**config.mk**
```make
export PLATFORM = sky130hd
export DESIGN_NAME = arith_engine
export DESIGN_NICKNAME = d
export VERILOG_FILES = /design/src/rtl/arith_engine.sv
export SDC_FILE = /design/constraint.sdc
export NUM_CORES = 1
export LEC_CHECK = 0
export ABC_CLOCK_PERIOD_IN_PS = 5100
export BUFFER_PORTS_ARGS = -buffer_cell sky130_fd_sc_hd__buf_2
export CAP_MARGIN = 25
export CORE_MARGIN = 10
export CORE_UTILIZATION = 45
export CTS_CLUSTER_DIAMETER = 50
export DETAILED_ROUTE_END_ITERATION = 16
export HOLD_SLACK_MARGIN = 0.08
export PLACE_DENSITY = 0.68
export SYNTH_ARGS = -nofsm -noshare
export SYNTH_HDL_FRONTEND = slang
export SYNTH_SLANG_ARGS = --single-unit
export TNS_END_PERCENT = 50
```
**constraint.sdc**
```tcl
create_clock -name clk -period 5.1 [get_ports clk]
set_clock_uncertainty 0.15 [all_clocks]
set_input_delay 0.765 -clock clk [delete_from_list [all_inputs] [get_ports clk]]
set_output_delay 0.765 -clock clk [all_outputs]
set_load 0.005 [all_outputs]
```
**src/rtl/arith_engine.sv**
```systemverilog
// Handshaked WIDTH-bit arithmetic engine: single-cycle ALU ops plus a
// restoring divider, with the result held until the consumer takes it.
module arith_engine #(
  parameter int WIDTH = 4,
  parameter int CNT_W = $clog2(WIDTH) + 1
) (
  input  logic             clk,
  input  logic             rst,
  input  logic             in_valid,
  output logic             in_ready,
  input  logic [2:0]       op,
  input  logic [WIDTH-1:0] in1,
  input  logic [WIDTH-1:0] in2,
  output logic             out_valid,
  input  logic             out_ready,
  output logic [WIDTH-1:0] result,
  output logic [WIDTH-1:0] rem,
  output logic             ovf,
  output logic             dz,
  output logic             zero
);

  typedef enum logic [1:0] {
    S_IDLE,
    S_DIV,
    S_HOLD
  } state_e;

  localparam logic [2:0] OP_ADD = 3'd0;
  localparam logic [2:0] OP_SUB = 3'd1;
  localparam logic [2:0] OP_MUL = 3'd2;
  localparam logic [2:0] OP_DIV = 3'd3;
  localparam logic [2:0] OP_SHL = 3'd4;
  localparam logic [2:0] OP_SHR = 3'd5;
  localparam logic [2:0] OP_CMP = 3'd6;

  state_e state_q, state_d;
  logic [WIDTH-1:0] result_q, result_d;
  logic [WIDTH-1:0] rem_q, rem_d;
  logic [WIDTH-1:0] dvd_q, dvd_d;
  logic [WIDTH-1:0] dvs_q, dvs_d;
  logic [WIDTH-1:0] prem_q, prem_d;
  logic [CNT_W-1:0] cnt_q, cnt_d;
  logic ovf_q, ovf_d;
  logic dz_q, dz_d;
  logic zero_q, zero_d;

  logic [WIDTH-1:0]   alu_res;
  logic               alu_ovf;
  logic [WIDTH:0]     sum, diff;
  logic [2*WIDTH-1:0] prod, shl;
  logic               big_sh;

  always_comb begin
    sum     = {1'b0, in1} + {1'b0, in2};
    diff    = {1'b0, in1} - {1'b0, in2};
    prod    = {{WIDTH{1'b0}}, in1} * {{WIDTH{1'b0}}, in2};
    shl     = {{WIDTH{1'b0}}, in1} << in2;
    big_sh  = {1'b0, in2} >= (WIDTH+1)'(WIDTH);
    alu_res = '0;
    alu_ovf = 1'b0;
    case (op)
      OP_ADD: begin
        alu_res = sum[WIDTH-1:0];
        alu_ovf = sum[WIDTH];
      end
      OP_SUB: begin
        alu_res = diff[WIDTH-1:0];
        alu_ovf = diff[WIDTH];
      end
      OP_MUL: begin
        alu_res = prod[WIDTH-1:0];
        alu_ovf = |prod[2*WIDTH-1:WIDTH];
      end
      OP_DIV: alu_res = '1;
      OP_SHL: begin
        alu_res = big_sh ? '0 : shl[WIDTH-1:0];
        alu_ovf = big_sh ? |in1 : |shl[2*WIDTH-1:WIDTH];
      end
      OP_SHR: alu_res = big_sh ? '0 : in1 >> in2;
      OP_CMP: alu_res[2:0] = {in1 < in2, in1 > in2, in1 == in2};
      default: alu_res[2:0] = {^in1, |in1, &in1};
    endcase
  end

  // One restoring step: the dividend register doubles as the quotient.
  logic [WIDTH:0]   trial, trial_sub;
  logic             q_bit;
  logic [WIDTH-1:0] dvd_n, prem_n;

  always_comb begin
    trial     = {prem_q, dvd_q[WIDTH-1]};
    trial_sub = trial - {1'b0, dvs_q};
    q_bit     = ~trial_sub[WIDTH];
    prem_n    = q_bit ? trial_sub[WIDTH-1:0] : trial[WIDTH-1:0];
    dvd_n     = {dvd_q[WIDTH-2:0], q_bit};
  end

  always_comb begin
    state_d  = state_q;
    result_d = result_q;
    rem_d    = rem_q;
    ovf_d    = ovf_q;
    dz_d     = dz_q;
    zero_d   = zero_q;
    dvd_d    = dvd_q;
    dvs_d    = dvs_q;
    prem_d   = prem_q;
    cnt_d    = cnt_q;
    case (state_q)
      S_IDLE: begin
        if (in_valid) begin
          if (op == OP_DIV && in2 != '0) begin
            dvd_d   = in1;
            dvs_d   = in2;
            prem_d  = '0;
            cnt_d   = '0;
            state_d = S_DIV;
          end else begin
            result_d = alu_res;
            rem_d    = (op == OP_DIV) ? in1 : '0;
            ovf_d    = alu_ovf;
            dz_d     = (op == OP_DIV);
            zero_d   = (alu_res == '0);
            state_d  = S_HOLD;
          end
        end
      end
      S_DIV: begin
        dvd_d  = dvd_n;
        prem_d = prem_n;
        cnt_d  = cnt_q + CNT_W'(1);
        if (cnt_q == CNT_W'(WIDTH-1)) begin
          result_d = dvd_n;
          rem_d    = prem_n;
          ovf_d    = 1'b0;
          dz_d     = 1'b0;
          zero_d   = (dvd_n == '0);
          state_d  = S_HOLD;
        end
      end
      S_HOLD: if (out_ready) state_d = S_IDLE;
      default: state_d = S_IDLE;
    endcase
  end

  always_ff @(posedge clk or negedge rst) begin
    if (!rst) begin
      state_q  <= S_IDLE;
      result_q <= '0;
      rem_q    <= '0;
      ovf_q    <= 1'b0;
      dz_q     <= 1'b0;
      zero_q   <= 1'b1;
      dvd_q    <= '0;
      dvs_q    <= '0;
      prem_q   <= '0;
      cnt_q    <= '0;
    end else begin
      state_q  <= state_d;
      result_q <= result_d;
      rem_q    <= rem_d;
      ovf_q    <= ovf_d;
      dz_q     <= dz_d;
      zero_q   <= zero_d;
      dvd_q    <= dvd_d;
      dvs_q    <= dvs_d;
      prem_q   <= prem_d;
      cnt_q    <= cnt_d;
    end
  end

  assign in_ready  = (state_q == S_IDLE);
  assign out_valid = (state_q == S_HOLD);
  assign result    = result_q;
  assign rem       = rem_q;
  assign ovf       = ovf_q;
  assign dz        = dz_q;
  assign zero      = zero_q;

endmodule

```
==> results.md <==
- DR vias/cell: 5.617
- Via count: 2,303
- CTS max path bufs: 2
- Slowest stage delay, CP: 0.53 ns
- Die width: 96.12 µm
- Hpwl dp: 5419 µm
- DRT iter0 DRCs: 109
- ANT cells: 0
- Highest Signal Layer: met4
- Largest net degree at the start of global routing: 29
- PortBufs: 27
- WL final: 6692 µm
- Initial antenna violation count: 0
- Ratio of cells with drive above 1 in the final layout: 10.95%
- Clock Root Buffer: clkbuf_8
- Sequential cell area: 701.9 µm²
- Num rows: 27
- Actual slew at the worst max-slew pin: 0.9145 ns
- Drt pass-1 iters: 4
- Area growth, synth to finish: 8.781%
- Peak Freq: 0.2771 GHz
- Vias in the first global route: 2,310
- TritonCTS clock tree: done
- Critical path launch point type: input pin
- Routed Antenna Nets: 0
- Place WS: 1.173 ns
- Footprint of the multi-input gates: 1744 µm²
- CP Max Fanout: 13
- EDFF count, synth: 0
- Worst Setup Slack, final: 1.492 ns
- CP Cell Sequence: buf_2 -> nand2_1 -> fa_1 -> inv_1 -> fa_1 -> fa_1 -> a21oi_1 -> mux2i_1 -> a31oi_1 -> a311oi_1 -> o41ai_1
- Period utilization: 70.75%
- Clk sinks: 28
- Final setup violation count: 0
- WL met3: 273 µm
- Final setup TNS: 0 ns
- Arr. time, crit path: 3.60 ns
- Met2 WL: 3252 µm
- Fin. Hold Viols: 0
- Synth cell types: 58
- Register area share after synthesis: 26.92%
- Worst endpoint required time: 5.09 ns
- Post-Synthesis Cells: 321
- Fin nets: 392
- First-pass GRT wire length: 11,380 µm
- Avg Cell Area, Syn: 8.123 µm²
- Cell Area, Synth: 2608 µm²
- Initial Util: 46.78%
- Leak: 1.384 nW
- Clock-pin slew on the worst setup and hold paths: 0.10 ns
- Crit-path slowest cell: fa_1
- Commonest non-fill, non-tap cells in the layout: nand2_1, nor2_1, ha_1
- Syn_nets: 374
- Critical path's most frequent cell: fa_1
- Most common cell after layout, fill and taps aside: nand2_1
- Global Route Usage Sum: 15.43%
- RSZ-0062 raised after global routing: false
- CORE AREA: 5574 µm²
- Max Slew Vio Count: 0
- # DRC: 0
- Shortest period the worst path allows: 3.608 ns
- Post-CTS Hold Fix Bufs: 0
- CTS buffer count: 3
- Grt ovf: 0
- Hold Path Class: reg2reg
- Number of filler instances in the final layout: 572
- Max-cap violations: 0
- Post-synth top flop: dfrtp_1
- Slew headroom: 38.91%
- Num ports: 28
- Resized Gates After CTS: 0
- VDD IR-drop max: 0.2944 mV
- Crit end category: register
- Met1 Wirelength: 3051 µm
- Final instance area: 2836 µm²
- Post-synthesis register bit count: 28
- DP Area: 2765 µm²
- PwrDens: 377.5 nW/µm²
- Worst Setup Path Type: in2reg
- WL/cell: 16.32 µm
- Worst-Skew Late Latency: 0.28 ns
- Post CTS Setup Buffer Count: 0
- Synth warn: 0
- Die area: 9239 µm²
- FFs w/ async S/R, synth: 100.0%
- Placer Congestion: 0.9107
- Die Y: 96.12 µm
- H-tree Lvls: 1
- Status: completed
-- area by class of cell --
cell class | count | area share [%]
clock inverters | 1 | 1.059
repair buffers | 27 | 4.764
well taps | 72 | 3.176
clock buffers | 3 | 1.456
inverters | 25 | 3.308
flip-flops and latches | 28 | 24.75
multi-input cells | 254 | 61.49
-- state kept, by name (all words and copies together), names as in the netlist --
signal   cells
state_q      2
dz           1
zero         1
dvs_q        4
ovf          1
cnt_q        3
rem          4
dvd_q        4
result       4
prem_q       4
-- metal layers --
metal  up-vias  global-route usage, %
met1      1078                  19.62
met5         -                      0
met2        53                  26.40
met3        11                  1.868
li1       1161                      -
met4         0                  4.914
-- cell usage after synthesis (2+ instances only) --
cell type	n	area share, %
or3_1	3	0.72
o211ai_1	3	0.86
ha_1	31	15
a21o_1	5	1.4
nand3b_1	2	0.58
nand2b_1	2	0.48
a22o_1	2	0.67
a31oi_1	3	0.72
nand4_1	2	0.48
buf_2	6	1.2
xor2_1	2	0.67
inv_1	24	3.5
a211oi_1	4	1.2
a32oi_1	2	0.67
dfrtp_1	27	26
fa_1	7	5.4
o21a_1	2	0.58
mux2i_1	4	1.5
nor4_1	2	0.48
and2_1	2	0.48
nand3_1	3	0.58
o21ai_1	6	1.2
nor2_1	35	5.0
nor2b_1	8	1.9
o31ai_1	2	0.58
clkbuf_1	7	1.0
o21ai_0	23	4.4
a22oi_1	2	0.58
nor3_1	5	0.96
nand2_1	42	6.0
a311oi_1	2	0.67
a21oi_1	23	4.4
xnor2_1	3	1.0
-- per-stage QoR --
stage          util (%)  total power [mW]  hold slack (ns)  instances
2_1_floorplan         -            0.7451           0.2998        321
3_3_place_gp      49.61            0.8936           0.3091        406
3_5_place_dp      49.61            0.9046           0.3106        406
4_1_cts           50.89             1.081           0.3342        410
5_1_grt           50.89             1.170           0.3519        410
6_report          50.89             1.071           0.3287        410
-- critical path, delay by kind of cell --
| kind | cells | cell delay [ns] |
|---|---|---|
| muxes | 1 | 0.21 |
| and+or+nand+nor | 1 | 0.12 |
| buffers and inverters | 2 | 0.31 |
| AOI/OAI and AO/OA | 4 | 0.67 |
| adders and majority gates | 3 | 1.52 |
-- path summary, 6_finish.rpt --
check | start | end | slack [ns] | depth (start not counted)
worst max-delay path | in1[1] | ovf | 1.49 | 11
worst min-delay path | result[0] | result[0] | 0.33 | 1
worst max register to register | dvd_q[3] | rem[1] | 2.60 | 10
worst min register to register | result[0] | result[0] | 0.33 | 1
min in group asynchronous | rst | rem[1] | 0.34 | 1
max in group asynchronous | rst | rem[2] | 4.06 | 1
-- kinds of logic (layout without fill, tap and decap cells) --
logic type                 count (synthesis)  in the layout  synth area share, %
adders and majority gates                 39             39                20.63
xor gates and xnor gates                   6              6                2.304
DFF                                       28             28                26.92
muxes                                      5              5                2.399
and+or+nand+nor                          116            116                20.59
buffers and inverters                     39             56                6.190
AOI/OAI and AO/OA                         88             88                20.97
-- power breakdown --
| part | total (mW) | leakage, nW | switching [mW] | internal (mW) |
|---|---|---|---|---|
| clock | 0.179 | 0.0357 | 0.0737 | 0.105 |
| combinational | 0.510 | 0.998 | 0.286 | 0.224 |
| sequential | 0.382 | 0.351 | 0.0652 | 0.317 |
Note: power is estimated with default switching activity, not from simulation.
